<file path="src/rtl/neuron_param_loader_if.sv">
// neuron_param_loader_if
//   Byte-serial valid/ready command stream feeding neuron_param_loader.
//   Signals:
//     data_in     8-bit command/payload byte (source -> loader)
//     data_valid  byte on data_in is valid  (source -> loader)
//     data_ready  loader accepts a byte this cycle (loader -> source)
//   Modports:
//     master  byte source (host / testbench)
//     slave   byte sink (neuron_param_loader)
interface neuron_param_loader_if;
  logic [7:0] data_in;
  logic       data_valid;
  logic       data_ready;

  modport master (
    output data_in,
    output data_valid,
    input  data_ready
  );

  modport slave (
    input  data_in,
    input  data_valid,
    output data_ready
  );
endinterface

</file>
<file path="src/rtl/neuron_param_loader.sv">
// neuron_param_loader
//   Byte-serial configuration and stimulus front-end for neuron_lif.
//   Framed commands arrive on an 8-bit valid/ready stream. Weights and neuron
//   parameters are staged in shadow registers and copied to the active set in
//   one edge on COMMIT. Input spike vectors are written straight into the
//   active inputs register; completing a vector issues a one-cycle enable.
//
//   Header opcodes (data_in[3:0], upper nibble ignored):
//     0x1 WEIGHTS  SYNAPSES/8 payload bytes, LSB byte first -> shadow weights
//     0x2 PARAMS   3 payload bytes: threshold, {factor,-,shift}, addend
//     0x3 INPUTS   SYNAPSES/8 payload bytes -> active inputs, then STEP
//     0x4 COMMIT   shadow -> active, no payload
//     other        sets sticky cmd_error, byte discarded
//
//   Ports:
//     clk               clock, rising edge
//     rst_n             asynchronous active-low reset
//     stream            byte stream (slave modport: data_in, data_valid, data_ready)
//     weights           active weights to neuron_lif
//     inputs            active input spike vector to neuron_lif
//     threshold         active threshold
//     shift             active decay shift
//     batchnorm_factor  active batchnorm factor (4'b0100 = scale 1)
//     batchnorm_addend  active batchnorm addend, signed
//     neuron_enable     one-cycle step strobe to neuron_lif
//     busy              a frame is in progress
//     cmd_error         sticky unknown-opcode flag, cleared only by reset
module neuron_param_loader #(
  parameter int SYNAPSES              = 32,
  parameter int THRESHOLD_BITS        = 6,
  parameter int BATCHNORM_ADDEND_BITS = 5
) (
  input  logic                                    clk,
  input  logic                                    rst_n,
  neuron_param_loader_if.slave                    stream,
  output logic        [SYNAPSES-1:0]              weights,
  output logic        [SYNAPSES-1:0]              inputs,
  output logic        [THRESHOLD_BITS-1:0]        threshold,
  output logic        [2:0]                       shift,
  output logic        [3:0]                       batchnorm_factor,
  output logic signed [BATCHNORM_ADDEND_BITS-1:0] batchnorm_addend,
  output logic                                    neuron_enable,
  output logic                                    busy,
  output logic                                    cmd_error
);

  localparam int N     = SYNAPSES / 8;
  localparam int IDX_W = (N > 1) ? $clog2(N) : 1;
  // One spare bit so the counter also covers the 3-byte PARAMS frame when N is small.
  localparam int CNT_W = IDX_W + 1;

  localparam logic [CNT_W-1:0] CNT_LAST   = CNT_W'(N - 1);
  localparam logic [CNT_W-1:0] CNT_ONE    = CNT_W'(1);

  localparam logic [3:0] OP_WEIGHTS = 4'h1;
  localparam logic [3:0] OP_PARAMS  = 4'h2;
  localparam logic [3:0] OP_INPUTS  = 4'h3;
  localparam logic [3:0] OP_COMMIT  = 4'h4;

  typedef enum logic [2:0] {
    ST_IDLE,
    ST_WEIGHTS,
    ST_PARAMS,
    ST_INPUTS,
    ST_STEP
  } state_t;

  state_t                              state;
  logic [CNT_W-1:0]                    cnt;
  logic [IDX_W-1:0]                    idx;
  logic                                accept;

  logic [N-1:0][7:0]                   shadow_weights;
  logic [N-1:0][7:0]                   active_weights;
  logic [N-1:0][7:0]                   inputs_q;
  logic [THRESHOLD_BITS-1:0]           shadow_threshold;
  logic [2:0]                          shadow_shift;
  logic [3:0]                          shadow_factor;
  logic [BATCHNORM_ADDEND_BITS-1:0]    shadow_addend;

  // The STEP cycle is the only one in which a byte is refused; this holds off
  // a back-to-back header until the enable strobe has been issued.
  assign stream.data_ready = (state != ST_STEP);
  assign busy              = (state != ST_IDLE);
  assign accept            = stream.data_valid && stream.data_ready;
  assign idx               = cnt[IDX_W-1:0];

  assign weights = active_weights;
  assign inputs  = inputs_q;

  // NOTE: all state lives in this one clocked block and uses non-blocking
  // assignments, so every register samples pre-edge values; the shadow and
  // active register files are reset as well, because a reset must discard a
  // partially loaded shadow set rather than let it be committed later.
  always_ff @(posedge clk or negedge rst_n) begin
    if (!rst_n) begin
      state            <= ST_IDLE;
      cnt              <= '0;
      shadow_weights   <= '0;
      active_weights   <= '0;
      inputs_q         <= '0;
      shadow_threshold <= '1;
      shadow_shift     <= '0;
      shadow_factor    <= 4'b0100;
      shadow_addend    <= '0;
      threshold        <= '1;
      shift            <= '0;
      batchnorm_factor <= 4'b0100;
      batchnorm_addend <= '0;
      neuron_enable    <= 1'b0;
      cmd_error        <= 1'b0;
    end else begin
      neuron_enable <= 1'b0;

      case (state)
        ST_IDLE: begin
          if (accept) begin
            cnt <= '0;
            case (stream.data_in[3:0])
              OP_WEIGHTS: state <= ST_WEIGHTS;
              OP_PARAMS:  state <= ST_PARAMS;
              OP_INPUTS:  state <= ST_INPUTS;
              OP_COMMIT: begin
                // Whole set moves on one edge: neuron_lif never sees a mix.
                active_weights   <= shadow_weights;
                threshold        <= shadow_threshold;
                shift            <= shadow_shift;
                batchnorm_factor <= shadow_factor;
                batchnorm_addend <= shadow_addend;
              end
              default:    cmd_error <= 1'b1;
            endcase
          end
        end

        ST_WEIGHTS: begin
          if (accept) begin
            shadow_weights[idx] <= stream.data_in;
            if (cnt == CNT_LAST) state <= ST_IDLE;
            else                 cnt   <= cnt + CNT_ONE;
          end
        end

        ST_PARAMS: begin
          if (accept) begin
            case (cnt)
              CNT_W'(0): shadow_threshold <= stream.data_in[THRESHOLD_BITS-1:0];
              CNT_W'(1): begin
                shadow_shift  <= stream.data_in[2:0];
                shadow_factor <= stream.data_in[7:4];
              end
              default: begin
                shadow_addend <= stream.data_in[BATCHNORM_ADDEND_BITS-1:0];
                state         <= ST_IDLE;
              end
            endcase
            if (cnt != CNT_W'(2)) cnt <= cnt + CNT_ONE;
          end
        end

        ST_INPUTS: begin
          if (accept) begin
            inputs_q[idx] <= stream.data_in;
            if (cnt == CNT_LAST) begin
              state         <= ST_STEP;
              neuron_enable <= 1'b1;
            end else begin
              cnt <= cnt + CNT_ONE;
            end
          end
        end

        ST_STEP: state <= ST_IDLE;

        default: state <= ST_IDLE;
      endcase
    end
  end

endmodule

</file>
<file path="src/flat_wrapper.sv">
// flat-port wrapper written by rule: the top's interface ports become plain ports
module neuron_param_loader_flat 
#(
  parameter int SYNAPSES              = 32,
  parameter int THRESHOLD_BITS        = 6,
  parameter int BATCHNORM_ADDEND_BITS = 5
)
  (clk, rst_n, weights, inputs, threshold, shift, batchnorm_factor, batchnorm_addend, neuron_enable, busy, cmd_error, stream_data_in, stream_data_valid, stream_data_ready);
  neuron_param_loader_if stream_i ();
  input  logic clk;
  input  logic rst_n;
  output logic        [SYNAPSES-1:0] weights;
  output logic        [SYNAPSES-1:0] inputs;
  output logic        [THRESHOLD_BITS-1:0] threshold;
  output logic        [2:0] shift;
  output logic        [3:0] batchnorm_factor;
  output logic signed [BATCHNORM_ADDEND_BITS-1:0] batchnorm_addend;
  output logic neuron_enable;
  output logic busy;
  output logic cmd_error;
  input wire logic [$bits(stream_i.data_in)-1:0] stream_data_in;
  input wire logic [$bits(stream_i.data_valid)-1:0] stream_data_valid;
  output wire logic [$bits(stream_i.data_ready)-1:0] stream_data_ready;
  assign stream_i.data_in = stream_data_in;
  assign stream_i.data_valid = stream_data_valid;
  assign stream_data_ready = stream_i.data_ready;
  neuron_param_loader #(.SYNAPSES(SYNAPSES), .THRESHOLD_BITS(THRESHOLD_BITS), .BATCHNORM_ADDEND_BITS(BATCHNORM_ADDEND_BITS)) u_core (.clk(clk), .rst_n(rst_n), .stream(stream_i), .weights(weights), .inputs(inputs), .threshold(threshold), .shift(shift), .batchnorm_factor(batchnorm_factor), .batchnorm_addend(batchnorm_addend), .neuron_enable(neuron_enable), .busy(busy), .cmd_error(cmd_error));
endmodule
</file>
<file path="config.mk">
export PLATFORM = sky130hd
export DESIGN_NAME = neuron_param_loader_flat
export DESIGN_NICKNAME = d
export VERILOG_FILES = /design/src/rtl/neuron_param_loader_if.sv /design/src/rtl/neuron_param_loader.sv /design/src/flat_wrapper.sv
export SDC_FILE = /design/constraint.sdc
export NUM_CORES = 1
export LEC_CHECK = 0
export ABC_AREA = 1
export BUFFER_PORTS_ARGS = -buffer_cell sky130_fd_sc_hd__buf_2
export CORE_MARGIN = 8
export CORE_UTILIZATION = 55
export DETAILED_ROUTE_END_ITERATION = 8
export PLACE_DENSITY = 0.76
export SLEW_MARGIN = 20
export SYNTH_ARGS = -nofsm -noshare
export SYNTH_HDL_FRONTEND = slang
export SYNTH_SLANG_ARGS = --single-unit
</file>
<file path="constraint.sdc">
create_clock -name clk -period 1.8 [get_ports clk]
set_clock_uncertainty 0.05 [all_clocks]
set_input_delay 0.18 -clock clk [delete_from_list [all_inputs] [get_ports clk]]
set_output_delay 0.18 -clock clk [all_outputs]
set_load 0.02 [all_outputs]
</file>
==> results by group <==
Floorplanning
  – Die W: 116 um
  – Die ar.: 13400 um2
  – Num rows: 36
  – Io pins: 97
  – Die Span Y: roughly 120 um
  – Initial Utilization: 0.564
  – Placeable core area: just under 10000 um2

Finish
  – Most frequent cells in the layout: nand2_1 (159), o21ai_0 (127), dfrtp_1 (126)
  – Layout cells sized above 1: 0.236
  – ANT cells: 0
  – P&R area growth vs syn: 22.6%
  – Most common cell after layout, fill and taps aside: nand2_1
  – Finished Layout Cells: 818
  – Layout net count: between 600 and 700

Yosys
  – Yosys reg bits: 140
  – Post-synthesis mux area share: 0
  – Mapped Area: 5460 um2
  – Largest family of logic cells by synthesized area: simple AND/OR/NAND/NOR gates
  – Adder-cell area share of the yosys netlist: 0.0115
  – Synth Flop Type: dfrtp_1
  – Number of synthesized flops with an enable pin: 0
  – Post-synth ARST share: 1.00
  – Synth Net Count: 586
  – Simple-Gate Fraction of Synth Area: 0.141
  – Synth Area in Compound Gates: 0.130
  – Sequential fraction of the synthesis area: 0.645
  – Post-Synthesis Cells: 570
  – Post-synth cell types: 22
  – Synth Area in XOR/XNOR: 0
  – Synth warn: 0
  – Average size of a mapped cell: 9.57 um2

Worst setup path
  – Worst r2r path cells: 7
  – CP cell instances: inv_1, ha_1, nand2_1, nor2_1, nand2_1, nand2_1, o21ai_0
  – WP data required: 2110 ps
  – Kind of critical path: reg -> reg
  – Crit start category: register
  – R2R setup slack: 130 ps
  – Crit path buffers/inverters: 1
  – Slowest CP cell: dfrtp_1
  – Most numerous cell on the critical path: nand2_1
  – Critical path's top delay family: simple AND/OR/NAND/NOR gates
  – Crit-path max cell delay: 410 ps
  – R2R Path Start: u_core.cnt[1]$_DFFE_PN0P_
  – CP Data Arrival Time: between 1500 and 2000 ps
  – CP max FO: 14
  – RR Endpoint: u_core.shadow_factor[0]$_DFFE_PN0P_
  – Crit path capture type: register

STA
  – RSZ-0062 raised after global routing: yes
  – Slew Limit Fails: 0
  – Period minus WS final: ~1700 ps
  – Final Cycle Share: 0.927
  – Slew headroom: 0.643
  – Setup violators final: 0
  – Slew at the pin with the worst max-slew slack: around 540 ps
  – Final hold vios: 0
  – Highest clock rate: 599 MHz
  – Setup TNS Final: 0 ps

Pwr
  – P per Cell Area: 1850 nW/um2
  – Leak pwr: ~3.4 nW
  – Total Power: 12.4 mW
  – Worst vdd rail ir drop: 0.777 mV

Route
  – # DRC: 0
  – Via Count: just over 4000
  – Vias per std cell: 5.03
  – DR WL/cell: 15.4 um
  – Drt total wl: around 13000 um
  – DRT Pass-1 Iters: 5
  – DR iter-0 viols: 236
  – Post-DRT Antenna Nets: 0

Clock tree
  – Clock root cell: clkbuf_8
  – CTS HTree Levels: 4
  – Clk slew on worst S/H paths: ~60 ps
  – Longest Clk Path Bufs: 2
  – CTS buffer count: 17
  – CTS Sinks: 140
  – CTS tree: done
  – Clock Latency Late Sink: 510 ps

Status
  – Status: complete, no violations

Worst hold path
  – Worst hold start: stream_data_in[3]
  – Hold endpoint: u_core.state[1]$_DFFE_PN0P_
  – Worst Hold Class: in -> reg
  – Hold depth: 6

Job
  – Maxcap violations: 0

GRT
  – Initial antenna violation count: 0
  – Tot GR Track Use: 0.199
  – Largest net degree at the start of global routing: 77
  – Grt ovf: 0
  – Vias in the first global route: 4177
  – First-pass GRT wire length: 20600 um

Placement
  – Post-DP HPWL: 8340 um
  – DP Cell Count: 782
  – PortBufs: 96
  – Gpl congestion: 0.873
layout make-up:
class	instances	area, um2
Timing Repair Buffer	108	609
Inverter	68	255
Fill cell	749	2990
Multi-Input combinational cell	337	1550
Clock buffer	18	418
Tap cell	133	166
Clock inverter	14	173
Sequential cell	140	3520
sequential cells by signal, indices dropped and copies added (netlist names):
| register | count |
|---|---|
| u_core.shadow_addend | 5 |
| u_core.weights | 32 |
| u_core.cmd_error | 1 |
| u_core.batchnorm_addend | 5 |
| u_core.neuron_enable | 1 |
| u_core.shadow_shift | 3 |
| u_core.shadow_threshold | 6 |
| u_core.threshold | 6 |
| u_core.cnt | 3 |
| u_core.inputs | 32 |
| u_core.shift | 3 |
| u_core.shadow_factor | 4 |
| u_core.state | 3 |
| u_core.batchnorm_factor | 4 |
| u_core.shadow_weights | 32 |
through the flow:
step                hold WS (ps)  area [um2]  worst slack (ps)  utilization
floorplan                   -166        5460               321            -
global placement            63.5        6060               232        0.626
detailed placement          62.8        6060               118        0.626
CTS                         25.8        6680              96.7        0.690
global route                95.9        6690              2.65        0.691
finish                      50.5        6690               132        0.691
per-layer routing:
layer	track usage	part of all wire
met5	0	0
met2	0.328	0.49
met1	0.251	0.44
met4	0.0622	0.012
met3	0.0552	0.054
worst min-delay path: cells and delay by family:
family	cells	cell delay, ps
buf+inv	1	90
simple gates	5	310
repair_timing:
action,4_1_cts,5_1_grt
buffers inserted,0,1
gates resized for setup,0,1
hold buffers,3,0
setup endpoints to repair,0,7
hold endpoints to repair,139,0
cells by family after synthesis:
| logic type | after synthesis |
|---|---|
| and+or+nand+nor | 191 |
| AOI/OAI and AO/OA | 141 |
| DFF | 140 |
| buffers and inverters | 93 |
| adders and majority gates | 5 |
worst max path at each step:
stage	slack [ps]	endpoint	depth (start not counted)	start
floorplan	320	u_core.batchnorm_factor[3]$_DFFE_PN0P_	5	u_core.state[0]$_DFFE_PN0P_
global placement	230	u_core.shadow_threshold[1]$_DFFE_PN1P_	6	u_core.cnt[0]$_DFFE_PN0P_
detailed placement	120	u_core.shadow_threshold[3]$_DFFE_PN1P_	6	u_core.cnt[0]$_DFFE_PN0P_
CTS	100	u_core.shadow_threshold[3]$_DFFE_PN1P_	6	u_core.cnt[0]$_DFFE_PN0P_
global route	3	u_core.shadow_weights[12]$_DFFE_PN0P_	6	u_core.state[0]$_DFFE_PN0P_
finish	130	u_core.shadow_factor[0]$_DFFE_PN0P_	7	u_core.cnt[1]$_DFFE_PN0P_
cell usage after synthesis (4+ instances only):
cell type	number	area share
nand3_1	5	0.0046
clkbuf_2	5	0.0046
nand2_1	159	0.11
dfrtp_1	126	0.58
o21ai_1	9	0.0083
ha_1	5	0.011
buf_6	4	0.0083
o21ai_0	127	0.12
nor2_1	12	0.0083
dfstp_2	14	0.067
buf_2	5	0.0046
nand4_1	4	0.0046
inv_1	66	0.045
nand2_2	5	0.0057
nor2_2	4	0.0046
clkbuf_1	11	0.0076
power breakdown:
part	internal (mW)	total [mW]	switching, mW
registers	4.56	5.30	0.745
logic	1.22	3.68	2.46
clock network	2.11	3.41	1.30
total	7.89	12.4	4.50
Note: power is estimated with default switching activity, not from simulation.
